--- src/rtl/seq_pkg.sv ---
// Shared encodings for the microprogram sequencer: opcodes, register control
// codes, FSM states and the decoder's next-state classification.
package seq_pkg;

  localparam int INSTR_W = 8;
  localparam int OP_W    = 3;
  localparam int ARG_W   = INSTR_W - OP_W;

  localparam logic [OP_W-1:0] OP_NOP  = 3'b000;
  localparam logic [OP_W-1:0] OP_LDX  = 3'b001;
  localparam logic [OP_W-1:0] OP_ALU  = 3'b010;
  localparam logic [OP_W-1:0] OP_MOVZ = 3'b011;
  localparam logic [OP_W-1:0] OP_CLR  = 3'b100;
  localparam logic [OP_W-1:0] OP_REP  = 3'b101;
  localparam logic [OP_W-1:0] OP_JMP  = 3'b110;
  localparam logic [OP_W-1:0] OP_HALT = 3'b111;

  localparam int unsigned REG_HOLD  = 0;
  localparam int unsigned REG_LOAD  = 1;
  localparam int unsigned REG_CLEAR = 2;

  typedef enum logic [2:0] {IDLE, FETCH, DECODE, EXEC, DONE} state_t;

  // What DECODE does with the instruction: run EXEC cycles or handle it inline.
  typedef enum logic [1:0] {CLS_EXEC, CLS_REP, CLS_JMP, CLS_HALT} cls_t;

endpackage

--- src/rtl/seq_decoder.sv ---
// Combinational decode of op/arg into the control values driven during EXEC
// and the class that steers the sequencer out of DECODE.
module seq_decoder
  import seq_pkg::*;
#(
  parameter int DATA_W = 5
) (
  input  logic [OP_W-1:0]   i_op,
  input  logic [DATA_W-1:0] i_arg,
  output logic [DATA_W-1:0] o_tx,
  output logic [DATA_W-1:0] o_ty,
  output logic [DATA_W-1:0] o_tz,
  output logic [DATA_W-1:0] o_tula,
  output logic              o_ld_entrada,
  output cls_t              o_cls
);

  always_comb begin
    o_tx         = DATA_W'(REG_HOLD);
    o_ty         = DATA_W'(REG_HOLD);
    o_tz         = DATA_W'(REG_HOLD);
    o_tula       = '0;
    o_ld_entrada = 1'b0;
    o_cls        = CLS_EXEC;
    case (i_op)
      OP_LDX: begin
        o_tx         = DATA_W'(REG_LOAD);
        o_ld_entrada = 1'b1;
      end
      OP_ALU: begin
        o_tula = i_arg;
        o_ty   = DATA_W'(REG_LOAD);
      end
      OP_MOVZ: o_tz = DATA_W'(REG_LOAD);
      OP_CLR: begin
        o_tx = DATA_W'(REG_CLEAR);
        o_ty = DATA_W'(REG_CLEAR);
        o_tz = DATA_W'(REG_CLEAR);
      end
      OP_REP:  o_cls = CLS_REP;
      OP_JMP:  o_cls = CLS_JMP;
      OP_HALT: o_cls = CLS_HALT;
      default: ;
    endcase
  end

endmodule

--- src/rtl/sequenciador_controle.sv ---
// Microprogram sequencer: fetches 8-bit words over req/valid, decodes them and
// drives registered X/Y/Z/ULA control codes for one cycle per execution.
module sequenciador_controle
  import seq_pkg::*;
#(
  parameter int ADDR_W = 5,
  parameter int DATA_W = 5
) (
  input  logic               clk,
  input  logic               rst_n,
  input  logic               start,
  output logic               busy,
  output logic               done,
  output logic               err,
  output logic               instr_req,
  input  logic               instr_valid,
  input  logic [INSTR_W-1:0] instr,
  output logic [ADDR_W-1:0]  pc,
  output logic [DATA_W-1:0]  Tx,
  output logic [DATA_W-1:0]  Ty,
  output logic [DATA_W-1:0]  Tz,
  output logic [DATA_W-1:0]  Tula,
  output logic [DATA_W-1:0]  entrada
);

  state_t              r_state, w_state_nxt;
  logic [INSTR_W-1:0]  r_ir;
  logic [ADDR_W-1:0]   r_pc;
  logic [DATA_W-1:0]   r_rep_cnt;
  logic                r_err;
  logic [DATA_W-1:0]   r_tx, r_ty, r_tz, r_tula, r_entrada;

  logic [DATA_W-1:0]   w_arg;
  logic [ADDR_W-1:0]   w_jmp_pc;
  logic [DATA_W-1:0]   w_tx, w_ty, w_tz, w_tula;
  logic                w_ld_entrada;
  cls_t                w_cls;
  logic                w_rep_pend;

  assign w_arg      = DATA_W'(r_ir[ARG_W-1:0]);
  assign w_jmp_pc   = ADDR_W'(w_arg);
  assign w_rep_pend = (r_rep_cnt != '0);

  seq_decoder #(.DATA_W(DATA_W)) u_dec (
    .i_op         (r_ir[INSTR_W-1 -: OP_W]),
    .i_arg        (w_arg),
    .o_tx         (w_tx),
    .o_ty         (w_ty),
    .o_tz         (w_tz),
    .o_tula       (w_tula),
    .o_ld_entrada (w_ld_entrada),
    .o_cls        (w_cls)
  );

  always_ff @(posedge clk or negedge rst_n) begin
    if (!rst_n) r_state <= IDLE;
    else        r_state <= w_state_nxt;
  end

  always_comb begin
    w_state_nxt = r_state;
    case (r_state)
      IDLE:   if (start) w_state_nxt = FETCH;
      FETCH:  if (instr_valid) w_state_nxt = DECODE;
      DECODE: begin
        case (w_cls)
          CLS_EXEC: w_state_nxt = EXEC;
          CLS_HALT: w_state_nxt = DONE;
          default:  w_state_nxt = FETCH;
        endcase
      end
      EXEC:   if (!w_rep_pend) w_state_nxt = FETCH;
      DONE:   w_state_nxt = IDLE;
      default: w_state_nxt = IDLE;
    endcase
  end

  always_ff @(posedge clk or negedge rst_n) begin
    if (!rst_n) begin
      r_ir      <= '0;
      r_pc      <= '0;
      r_rep_cnt <= '0;
      r_err     <= 1'b0;
    end else begin
      case (r_state)
        IDLE: if (start) begin
          r_pc      <= '0;
          r_err     <= 1'b0;
          r_rep_cnt <= '0;
        end
        FETCH: if (instr_valid) begin
          r_ir <= instr;
          r_pc <= r_pc + ADDR_W'(1);
        end
        DECODE: if (w_cls != CLS_EXEC) begin
          // Any non-executable op consumes a pending repeat count as an error;
          // REP then installs its own count (zero for JMP/HALT).
          if (w_rep_pend) r_err <= 1'b1;
          r_rep_cnt <= (w_cls == CLS_REP) ? w_arg : '0;
          if (w_cls == CLS_JMP) r_pc <= w_jmp_pc;
        end
        EXEC: if (w_rep_pend) r_rep_cnt <= r_rep_cnt - DATA_W'(1);
        default: ;
      endcase
    end
  end

  // Controls are loaded on the edge entering EXEC so they are valid exactly
  // for the EXEC cycle(s); every other cycle they fall back to HOLD.
  always_ff @(posedge clk or negedge rst_n) begin
    if (!rst_n) begin
      r_tx      <= DATA_W'(REG_HOLD);
      r_ty      <= DATA_W'(REG_HOLD);
      r_tz      <= DATA_W'(REG_HOLD);
      r_tula    <= '0;
      r_entrada <= '0;
    end else if (w_state_nxt == EXEC) begin
      r_tx   <= w_tx;
      r_ty   <= w_ty;
      r_tz   <= w_tz;
      r_tula <= w_tula;
      if (w_ld_entrada) r_entrada <= w_arg;
    end else begin
      r_tx   <= DATA_W'(REG_HOLD);
      r_ty   <= DATA_W'(REG_HOLD);
      r_tz   <= DATA_W'(REG_HOLD);
      r_tula <= '0;
    end
  end

  assign busy      = (r_state != IDLE);
  assign done      = (r_state == DONE);
  assign instr_req = (r_state == FETCH);
  assign err       = r_err;
  assign pc        = r_pc;
  assign Tx        = r_tx;
  assign Ty        = r_ty;
  assign Tz        = r_tz;
  assign Tula      = r_tula;
  assign entrada   = r_entrada;

endmodule

--- config.mk ---
export PLATFORM = sky130hd
export DESIGN_NAME = sequenciador_controle
export DESIGN_NICKNAME = d
export VERILOG_FILES = /design/src/rtl/seq_pkg.sv /design/src/rtl/seq_decoder.sv /design/src/rtl/sequenciador_controle.sv
export SDC_FILE = /design/constraint.sdc
export NUM_CORES = 1
export LEC_CHECK = 0
export CAP_MARGIN = 30
export CORE_MARGIN = 2
export CORE_UTILIZATION = 55
export DETAILED_ROUTE_END_ITERATION = 16
export DONT_BUFFER_PORTS = 1
export PLACE_DENSITY = 0.7
export SYNTH_ARGS = -nofsm -noshare
export SYNTH_HDL_FRONTEND = slang
export SYNTH_SLANG_ARGS = --single-unit
--- constraint.sdc ---
create_clock -name clk -period 5 [get_ports clk]
set_input_delay 1 -clock clk [delete_from_list [all_inputs] [get_ports clk]]
set_output_delay 1 -clock clk [all_outputs]
set_load 0.02 [all_outputs]
==> results of run 1 <==
==> critical path: stages (launching register included) <==
cell and delay (ns):
dfrtp_1 0.56, or3b_1 0.47, inv_1 0.30
==> routing by layer <==
layer	vias up	wire length, µm
li1	551	-
met1	583	1440
met2	34	1680
met3	7	205
met4	0	51
met5	-	0
==> kinds of logic after synthesis <==
family                   count (synthesis)  synth area share
AO/OA/AOI/OAI                           35             0.142
XOR/XNOR                                 2           0.00940
adder cells (fa/ha/maj)                  3            0.0201
buffers and inverters                   22            0.0698
flip-flops                              38             0.510
multiplexers                            14            0.0846
other                                    1           0.00201
AND/OR/NAND/NOR                         41             0.162
==> placed cells by master (no fill, tap or decap), drive strengths merged, types with 2 or more instances in the layout <==
cell | Yosys | final
and2 | 6 | 6
o2bb2ai | 5 | 5
clkbuf | 1 | 6
nor4b | 6 | 6
o21ai | 7 | 7
nand4 | 2 | 2
nor2b | 3 | 3
nand2 | 3 | 3
dfrtp | 38 | 38
inv | 7 | 7
nor2 | 3 | 3
mux2 | 14 | 14
nor3 | 5 | 5
a22o | 2 | 2
xnor2 | 2 | 2
a21o | 2 | 2
a22oi | 2 | 2
nor3b | 3 | 3
a2bb2oi | 3 | 3
conb | 1 | 9
ha | 3 | 3
a21oi | 5 | 5
nand2b | 3 | 3
==> state kept, by name (all words and copies together) (netlist names) <==
register,cells
r_ir,8
Tula,5
entrada,5
pc,5
r_rep_cnt,5
r_state,3
Tx,2
Ty,2
Tz,2
err,1
==> where the power goes <==
part	total, mW	leakage [nW]	internal, mW	switching (mW)
clock	0.170	0.0343	0.0676	0.102
sequential	0.621	0.497	0.409	0.212
combinational	0.467	0.313	0.236	0.231
==> synthesized netlist by cell type, types with 2 or more instances <==
| library cell | n |
|---|---|
| o2bb2ai_1 | 5 |
| inv_1 | 7 |
| buf_2 | 2 |
| buf_4 | 12 |
| nor3_1 | 5 |
| o21ai_0 | 7 |
| nand4_1 | 2 |
| dfrtp_1 | 38 |
| nor2_1 | 3 |
| nor4b_2 | 2 |
| ha_1 | 3 |
| xnor2_1 | 2 |
| a21oi_1 | 5 |
| nor4b_1 | 3 |
| nand2_1 | 3 |
| a2bb2oi_1 | 3 |
| nor2b_1 | 3 |
| a22o_1 | 2 |
| mux2_2 | 14 |
| nand2b_1 | 2 |
| and2_1 | 6 |
| nor3b_1 | 3 |
==> cell type report <==
| type | count | area, µm² |
|---|---|---|
| flip-flops and latches | 38 | 951 |
| fillers | 297 | 1370 |
| multi-input cells | 104 | 812 |
| clock buffers | 6 | 51.3 |
| well taps | 46 | 57.6 |
| inverters | 7 | 26.3 |
| clock inverters | 2 | 12.5 |
==> worst paths after layout <==
kind	endpoint	cells past startpoint	slack, ns	startpoint
max	instr_req	2	2.32	r_state[0]
min	r_rep_cnt[0]	0	0.33	rst_n
max reg2reg	r_ir[5]	4	2.75	r_state[0]
min reg2reg	r_rep_cnt[1]	1	0.53	r_rep_cnt[1]
max in group asynchronous	entrada[4]	0	4.58	rst_n
min in group clk	r_rep_cnt[1]	1	0.53	r_rep_cnt[1]
==> results.cfg, run 1 <==
[drt]
final_antenna_net_count = 0
vias_per_cell = 5.79
wl_mm = 3.38
wl_per_cell_um = 16.7
firstDrtPassIters = 4
drc = 0
drt_iter0_markers = 51
vias = 1175

[global_routing]
grt.met3_usage = 0.0580
grt_usage = 0.188
grt_pass1_vias = 1144
grt_pass1_wl_mm = 5.62
grtUsageMet2 = 0.306
grt_max_degree = 39
top_usage_layer = met2
use_met1 = 0.238
grt_overflow = 0
antenna_found_initial = 0

[final_layout]
final_core_util = 0.582
n_antenna_cell = 0
syn_to_final_growth_pct = 2.55
final_cells = 203
final_cell_area_mm2 = 0.00191
drive_above_1_share = 0.185
finalNetCount = 171

[yosys]
synth.area.top_cells = dfrtp_1, mux2_2, buf_4, o2bb2ai_1, and2_1
ys_ff_latch = 38
yosysSeqAreaShare = 0.510
syn-mean-instance-area_um2 = 11.9
ys.flop_type = dfrtp_1
async_reset_ff_frac = 1.00
yosysTopAreaCell = dfrtp_1
yosysUniqueCellTypes = 46
synth_cells = 156
synth-edff-count = 0
synth_top_area_share = 0.510
mappedNetlistArea_mm2 = 0.00186
yosys_warnings = 0

[timing]
worst_pin_slew_ns = 0.637
fin_ws_ns = 2.32
hold_slack_ns = 0.326
setup_tns_ns = 0
fmax_mhz = 373
slew-limit-headroom = 0.572
timing.final.setup_violations = 0
slew_violations = 0
fin_crit_sh = 0.536
fin_skew_ns = 0.00666
rsz0062_at_grt = no
final-hold-violation-count = 0
fin_crit_ns = 2.68

[hold_path]
hold_class = input port to async pin

[die]
die_x_um = 62.2
core_mm2 = 0.00328
ios = 46
fp.dieArea_mm2 = 0.00387
start_util = 0.567
rows = 21
die_y_um = 62.2

[power_and_ir_drop]
p_per_area_mw_per_mm2 = 658
p_leak_nw = 0.845
ir_worst_vdd_mv = 0.353
power.total_mw = 1.26

[clock_tree]
worstSkewPairLatency_ns = 0.35
cts_made_buffers = 5
cts_buffer_depth = 2
h-tree-depth = 2
holdBufCountCts = 0
numClockSinks = 38
post-cts-setup-buffer-count = 0
clkTransAtPathRegs_ns = 0.12
cts_tree = built
cts-root-buf = clkbuf_4
cts_resized = 0

[place]
port_buffers = 0
gp_congestion = 0.846
dpl_worst_slack_ns = 2.74
post_dp_cell_area_mm2 = 0.00185
dp.cells = 195
post-dp-hpwl_mm = 2.42

[worst_setup_path]
cp.arrival_ns = 1.68
crit_required_ns = 4.00
crit_type = flop to output pin
crit_path_start_kind = flop
worstPathMaxFanout = 12
critPathCaptureType = output pin

[flow_run]
max_cap_violations = 0

[status]
status = finished clean
Note: power is estimated with default switching activity, not from simulation.
==> inputs of run 2 (changes only) <==
==> constraint.sdc (replaced) <==
create_clock -name clk -period 2.5 [get_ports clk]
set_input_delay 0.5 -clock clk [delete_from_list [all_inputs] [get_ports clk]]
set_output_delay 0.5 -clock clk [all_outputs]
set_load 0.02 [all_outputs]
==> results.cfg, run 2 (synthesis results as in run 1) <==
[power_and_ir_drop]
pwr-share-comb = 0.394
power_frac_clock = 0.134
intPower_mw = 1.45
power_frac_seq = 0.473
power.total_mw = 2.58
power_switching_mw = 1.13
p_per_area_mw_per_mm2 = 1320
p_leak_nw = 0.868
ir_worst_vdd_mv = 0.666
switching_share = 0.437

[timing]
timing.final.setup_violations = 0
slew_violations = 0
rsz0062_at_grt = no
worst_pin_slew_ns = 0.653
setup_tns_ns = 0
slew-limit-headroom = 0.561
final-hold-violation-count = 0
fmax_mhz = 468
fin_skew_ns = 0.0104
fin_crit_sh = 0.855
fin_crit_ns = 2.14

[drt]
wl_mm = 3.60
firstDrtPassIters = 5
drt_iter0_markers = 65
wl_per_cell_um = 17.4
final_antenna_net_count = 0
vias_per_cell = 5.90
vias = 1221
drc = 0

[die]
die_x_um = 62.2
core_mm2 = 0.00328
die_y_um = 62.2
rows = 21
start_util = 0.567
ios = 46
fp.dieArea_mm2 = 0.00387

[global_routing]
grt_pass1_wl_mm = 6.16
antenna_found_initial = 0
grt_max_degree = 39
grt_pass1_vias = 1279
grt_overflow = 0
grt_usage = 0.207

[worst_setup_path]
critical_path.max_stage_delay_ns = 0.52
crit_type = flop to output pin
critPathSlowestCell = dfrtp_1
cp.arrival_ns = 1.64
cp_num_buf_inv = 2
critPathCaptureType = output pin
worstPathMaxFanout = 11
crit_path_start_kind = flop
crit_path_cell_trace = or3b_1, inv_1, buf_4
crit_family = flip-flops
crit_required_ns = 2.00

[clock_tree]
holdBufCountCts = 2
cts_buffer_depth = 2
numClockSinks = 38
clkTransAtPathRegs_ns = 0.12
cts_resized = 0
h-tree-depth = 2
worstSkewPairLatency_ns = 0.35
cts-root-buf = clkbuf_4
cts_tree = built
post-cts-setup-buffer-count = 0
cts_made_buffers = 5

[final_layout]
layout.cells.most_common = dfrtp_1
final_cell_mix = dfrtp_1, mux2_2, conb_1
final_cells = 207
syn_to_final_growth_pct = 4.97
fillers = 292
regMostFlops = r_ir
drive_above_1_share = 0.199
largest_register_ffs = 8
finalNetCount = 175
n_antenna_cell = 0

[hold_path]
hold_class = input port to flop

[status]
status = finished clean

[place]
gp_congestion = 0.820
dp.cells = 197
post-dp-hpwl_mm = 2.56
port_buffers = 0

[flow_run]
max_cap_violations = 0
-- run 2: changes by cell type in the layout (fill, tap and decap cells not counted), sizes merged --
cell,delta
dlygate4sd3,+1
buf,+3
-- run 2: final cells by class --
type / count / area [µm²] / area share
Clock buffer: 6 / 51.3 / 0.0262
Clock inverter: 2 / 12.5 / 0.00640
Inverter: 7 / 26.3 / 0.0134
Multi-Input combinational cell: 104 / 812 / 0.415
Sequential cell: 38 / 951 / 0.486
Tap cell: 46 / 57.6 / 0.0294
Timing Repair Buffer: 4 / 45.0 / 0.0230
-- run 2: path summary, 6_finish.rpt --
| kind | end | slack (ns) | depth (start not counted) | start |
|---|---|---|---|---|
| min in group asynchronous | err | 0.59 | 2 | rst_n |
| worst min register to register | r_rep_cnt[1] | 0.55 | 1 | r_rep_cnt[1] |
| worst max register to register | entrada[4] | 0.48 | 6 | r_rep_cnt[0] |
| worst min-delay path | r_ir[2] | 0.29 | 1 | instr[2] |
| max in group asynchronous | Ty[1] | 1.72 | 2 | rst_n |
| worst max-delay path | instr_req | 0.36 | 3 | r_state[1] |
-- run 2: stage by stage --
step / hold slack, ns / worst slack [ns] / area [µm²] / utilization
6_report: 0.289 / 0.362 / 1960 / 0.595
5_1_grt: 0.263 / 0.265 / 1960 / 0.595
4_1_cts: 0.282 / 0.354 / 1960 / 0.595
3_5_place_dp: 0.206 / 0.453 / 1860 / 0.567
3_3_place_gp: 0.206 / 0.502 / 1860 / 0.567
2_1_floorplan: 0.204 / 0.670 / 1890 / -
-- run 2: per-layer routing --
metal | track usage | vias to the layer above | wire length [µm]
li1 | - | 559 | -
met2 | 0.341 | 37 | 1860
met5 | 0 | - | 0
met3 | 0.0725 | 11 | 190
met1 | 0.241 | 614 | 1460
met4 | 0.106 | 0 | 88
-- run 2: power by group through the flow --
stage          registers [mW]  logic, mW  clock network (mW)
2_1_floorplan            1.07      0.941                   0
3_3_place_gp             1.22      0.953                   0
3_5_place_dp             1.24       1.00                   0
4_1_cts                  1.22       1.02               0.353
5_1_grt                  1.26       1.13               0.382
6_report                 1.22       1.02               0.345
